[config.mk]
export PLATFORM = sky130hd
export DESIGN_NAME = demux3_reg
export DESIGN_NICKNAME = d
export VERILOG_FILES = /design/src/rtl/demux3_reg.sv
export SDC_FILE = /design/constraint.sdc
export NUM_CORES = 1
export LEC_CHECK = 0
export CAP_MARGIN = 20
export CORE_AREA = 2 2 39 41
export DETAILED_ROUTE_END_ITERATION = 8
export DIE_AREA = 0 0 41 43
export PLACE_DENSITY = 0.49
export SLEW_MARGIN = 10
export SYNTH_ARGS = -nofsm -noshare
export SYNTH_HDL_FRONTEND = slang
export SYNTH_SLANG_ARGS = --single-unit
[constraint.sdc]
create_clock -name clk -period 3.2 [get_ports clk]
set_input_delay 0.64 -clock clk [delete_from_list [all_inputs] [get_ports clk]]
set_output_delay 0.64 -clock clk [all_outputs]
set_load 0.05 [all_outputs]
[src/rtl/demux3_reg.sv]
// Registered 1-to-3 demultiplexer with valid/ready handshake and a one-word holding register per port.
// Optional per-port 8-bit saturating handshake counters are enabled by defining DEMUX3_CNT_EN.
module demux3_reg #(
  parameter int unsigned W = 1
) (
  input  logic         clk,
  input  logic         rst,
  input  logic [W-1:0] Din,
  input  logic         S0,
  input  logic         S1,
  input  logic         In_valid,
  output logic         In_ready,
  output logic [W-1:0] Out0,
  output logic [W-1:0] Out1,
  output logic [W-1:0] Out2,
  output logic         V0,
  output logic         V1,
  output logic         V2,
  input  logic         R0,
  input  logic         R1,
  input  logic         R2
`ifdef DEMUX3_CNT_EN
  ,
  output logic [7:0]   Cnt0,
  output logic [7:0]   Cnt1,
  output logic [7:0]   Cnt2
`endif
);

  localparam int unsigned NP = 3;

  typedef enum logic {
    EMPTY = 1'b0,
    FULL  = 1'b1
  } port_state_e;

  port_state_e  state_q [NP];
  port_state_e  state_d [NP];
  logic [W-1:0] data_q  [NP];
  logic [W-1:0] data_d  [NP];

  logic [NP-1:0] sel_c;
  logic [NP-1:0] rdy_c;
  logic [NP-1:0] load_c;
  logic [NP-1:0] drain_c;
  logic          accept_c;

  // One-hot target decode, same S1/S0 mapping as mux3 (S1 dominates).
  always_comb begin
    sel_c = 3'b001;
    if (S1) begin
      sel_c = 3'b100;
    end else if (S0) begin
      sel_c = 3'b010;
    end
  end

  assign rdy_c = {R2, R1, R0};

  // Only the addressed port gates acceptance; In_valid never feeds In_ready.
  always_comb begin
    In_ready = 1'b0;
    for (int n = 0; n < NP; n++) begin
      if (sel_c[n]) begin
        In_ready = (state_q[n] == EMPTY) | rdy_c[n];
      end
    end
  end

  assign accept_c = In_valid & In_ready;

  always_comb begin
    load_c  = '0;
    drain_c = '0;
    for (int n = 0; n < NP; n++) begin
      load_c[n]  = sel_c[n] & accept_c;
      drain_c[n] = (state_q[n] == FULL) & rdy_c[n];
    end
  end

  // Per-port EMPTY/FULL next state; a load wins over a same-cycle drain.
  always_comb begin
    for (int n = 0; n < NP; n++) begin
      state_d[n] = state_q[n];
      data_d[n]  = data_q[n];
    end
    for (int n = 0; n < NP; n++) begin
      case (state_q[n])
        EMPTY: begin
          if (load_c[n]) begin
            state_d[n] = FULL;
            data_d[n]  = Din;
          end
        end
        FULL: begin
          if (load_c[n]) begin
            data_d[n] = Din;
          end else if (drain_c[n]) begin
            state_d[n] = EMPTY;
          end
        end
        default: state_d[n] = EMPTY;
      endcase
    end
  end

  always_ff @(posedge clk or posedge rst) begin
    if (rst) begin
      for (int n = 0; n < NP; n++) begin
        state_q[n] <= EMPTY;
        data_q[n]  <= '0;
      end
    end else begin
      for (int n = 0; n < NP; n++) begin
        state_q[n] <= state_d[n];
        data_q[n]  <= data_d[n];
      end
    end
  end

  assign Out0 = data_q[0];
  assign Out1 = data_q[1];
  assign Out2 = data_q[2];
  assign V0   = (state_q[0] == FULL);
  assign V1   = (state_q[1] == FULL);
  assign V2   = (state_q[2] == FULL);

`ifdef DEMUX3_CNT_EN
  localparam int unsigned CW = 8;

  logic [CW-1:0] cnt_q [NP];
  logic [CW-1:0] cnt_d [NP];

  // Output-handshake counters, saturating at all-ones.
  always_comb begin
    for (int n = 0; n < NP; n++) begin
      cnt_d[n] = cnt_q[n];
      if (drain_c[n] && (cnt_q[n] != {CW{1'b1}})) begin
        cnt_d[n] = cnt_q[n] + CW'(1);
      end
    end
  end

  always_ff @(posedge clk or posedge rst) begin
    if (rst) begin
      for (int n = 0; n < NP; n++) begin
        cnt_q[n] <= '0;
      end
    end else begin
      for (int n = 0; n < NP; n++) begin
        cnt_q[n] <= cnt_d[n];
      end
    end
  end

  assign Cnt0 = cnt_q[0];
  assign Cnt1 = cnt_q[1];
  assign Cnt2 = cnt_q[2];
`endif

endmodule
==> run summary <==
Clk pin slew, worst setup/hold paths: 0.05 ns
post-route fraction of the period consumed by the critical path: 72.39%
routed via count: 256
core footprint: 1384 um^2
clock insertion delay at the later pin of the skew report: 0.24 ns
Die Height: 43 um
count of TritonRoute iterations in the first routing pass: 4
First DRT Iteration DRCs: 6
per-instance average area after synthesis: 11.17 um^2
most common cell after layout, fill and taps aside: sky130_fd_sc_hd__clkdlybuf4s50_1
CTS tree: yes
clk_skew: 0.004990 ns
startpoint type of the worst setup path: input pin
arrival time of data at the critical path endpoint: 1.68 ns
fraction of the mapped netlist area in compound gates: 9.544%
drt drc: 0
die outline width: 41 um
number of H-tree branching levels: 1
met1 Usage GRT: 11.80%
mapped cell area: 301.5 um^2
number of inserted diodes: 0
wire length of the first global-routing pass: 1021 um
critical-path maximum fanout: 5
number of placement rows: 14
dominant combinational cell family by area after synthesis: simple AND/OR/NAND/NOR gates
number of antenna violations at the first check in global routing: 0
unrepaired setup endpoints after global routing: no
net count after synthesis: 36
total wirelength of the detailed-routed design: 634 um
status: finished, final reports clean
number of fill cells: 143
TritonCTS Buffers: 3
layer with the highest usage: met1
Tightest Hold Check Type: reg2reg
post-synth top area cell: sky130_fd_sc_hd__dfrtp_1
Setup TNS: 0 ns
met2 layer usage reported by global route: 10.94%
vias in the first global route: 249
total routing usage reported by global routing: 8.990%
DP Area: 469.2 um^2
clock sinks: 6
DRT antenna net count: 0
starting density of the core: 21.79%
number of buffers inserted to repair setup after CTS: 0
Post-CTS Resized: 0
upper clock frequency limit: 431.7 MHz
most frequent cells in the layout: sky130_fd_sc_hd__clkdlybuf4s50_1 (14), sky130_fd_sc_hd__dfrtp_1 (6), sky130_fd_sc_hd__nand2_1 (3), sky130_fd_sc_hd__inv_1 (3), sky130_fd_sc_hd__clkbuf_4 (3)
worst slew slack as a fraction of its limit: 66.95%
count of buffers inserted at the top-level ports: 15
met3 layer usage reported by global route: 3.141%
count of warnings emitted by yosys: 0
clock tree root buffer cell: sky130_fd_sc_hd__clkbuf_4
count of cell types in the netlist: 13
top-area cell type share of the netlist area: 49.79%
Placement Setup Slack: 0.8696 ns
worst vdd ir: 0.2442 mV
number of nets at the end of the flow: 56
area added between synthesis and finish: 63.07%
element type at the critical path end: primary output
hold bufs inserted after CTS: 0
part of the Yosys area used for sequential elements: 49.79%
number of endpoints with negative hold slack in the final report: 0
adder-cell share of the synthesized area: 0%
xor and xnor area share after synthesis: 0%
total of endpoints with negative setup slack in the final report: 0
CP Class: in2out
Synth Area in Simple Gates: 23.24%
via-per-instance ratio: 4.197
global-route congestion overflow total: 0
number of standard cells after synthesis: 27
maximum number of pins on one net before global-route repair: 7
multiplexer fraction of the synthesized cell area: 13.69%
Worst Hold Slack: 0.4877 ns
data required time at the worst endpoint: 2.56 ns
Leak: 0.0002153 uW
post-detailed-route wirelength per cell: 10.39 um
most area-consuming cells after synthesis: sky130_fd_sc_hd__dfrtp_1 (50%), sky130_fd_sc_hd__mux2_4 (10%), sky130_fd_sc_hd__nand3b_1 (5.0%), sky130_fd_sc_hd__nand2b_4 (4.6%), sky130_fd_sc_hd__nand2b_1 (4.1%)
final weighted congestion of routability-driven global placement: 0.6154
post-route minimum period: 2.316 ns
I/O pin cnt: 16
CTS max path bufs: 2
slew at the pin closest to its max-slew limit: 0.4942 ns
final worst slack: 0.8836 ns
count of final max-slew check failures: 0
final non-filler cell area: 491.7 um^2
synthesis-stage register bit count: 6
layout cells sized above 1: 20.00%
power density relative to cell area: 534.3 nW/um^2
Total Die Area: 1763 um^2
max-cap violations: 0
==> final cells by class <==
type / instances / area (um^2) / area share (%)
multi-input cells: 18 / 140.1 / 28.50
clock buffers: 3 / 22.52 / 4.580
inverters: 3 / 11.26 / 2.290
well taps: 16 / 20.02 / 4.071
repair buffers: 15 / 147.6 / 30.03
flip-flops and latches: 6 / 150.1 / 30.53
==> worst max-delay path: stages <==
cell and delay [ns]:
sky130_fd_sc_hd__clkdlybuf4s50_1 0.49, sky130_fd_sc_hd__nand3b_1 0.12, sky130_fd_sc_hd__o21ai_0 0.08, sky130_fd_sc_hd__o21ai_1 0.13, sky130_fd_sc_hd__buf_4 0.21
==> cells by family after synthesis <==
group | Yosys count
flops | 6
compound gates | 5
mux | 3
buf+inv | 3
simple gates | 10
==> worst paths after layout <==
path,start,depth (start not counted),to,slack (ns)
hold / removal,Out2,1,Out2,0.49
hold reg to reg,Out2,1,Out2,0.49
setup reg to reg,V0,3,Out0,2.10
max in group asynchronous,rst,2,V0,2.37
min in group asynchronous,rst,2,Out2,0.62
setup / recovery,S0,5,In_ready,0.88
==> stage by stage <==
stage | power [uW] | utilization, % | std cells
CTS | 267.9 | 35.53 | 61
finish | 262.7 | 35.53 | 61
global placement | 194.9 | 33.91 | 58
detailed placement | 195.0 | 33.91 | 58
floorplan | 156.1 | - | 27
global route | 280.4 | 35.53 | 61
==> per-layer routing <==
layer	routed length (um)	vias to the layer above
li1	-	130
met4	0	0
met5	0	-
met2	274	11
met3	67	0
met1	292	115
==> flip-flops by register name (all words and copies together), names as in the netlist <==
| name | flops |
|---|---|
| Out2 | 1 |
| V0 | 1 |
| Out0 | 1 |
| Out1 | 1 |
| V1 | 1 |
| V2 | 1 |
==> cell usage after synthesis (all sizes together) <==
library cell  number
nand3b             2
nand2              3
o21ai              4
inv                3
dfrtp              6
nor3b              1
mux2               3
a21oi              1
nand2b             3
nand3              1
==> where the power goes <==
part,total [uW],leakage (uW),switching [uW],internal (uW)
clock network,69.0,0.0000138,26.6,42.4
logic,101,0.000128,59.5,41.1
registers,93.2,0.0000737,6.25,87.0
(Power assumes the default switching activity.)
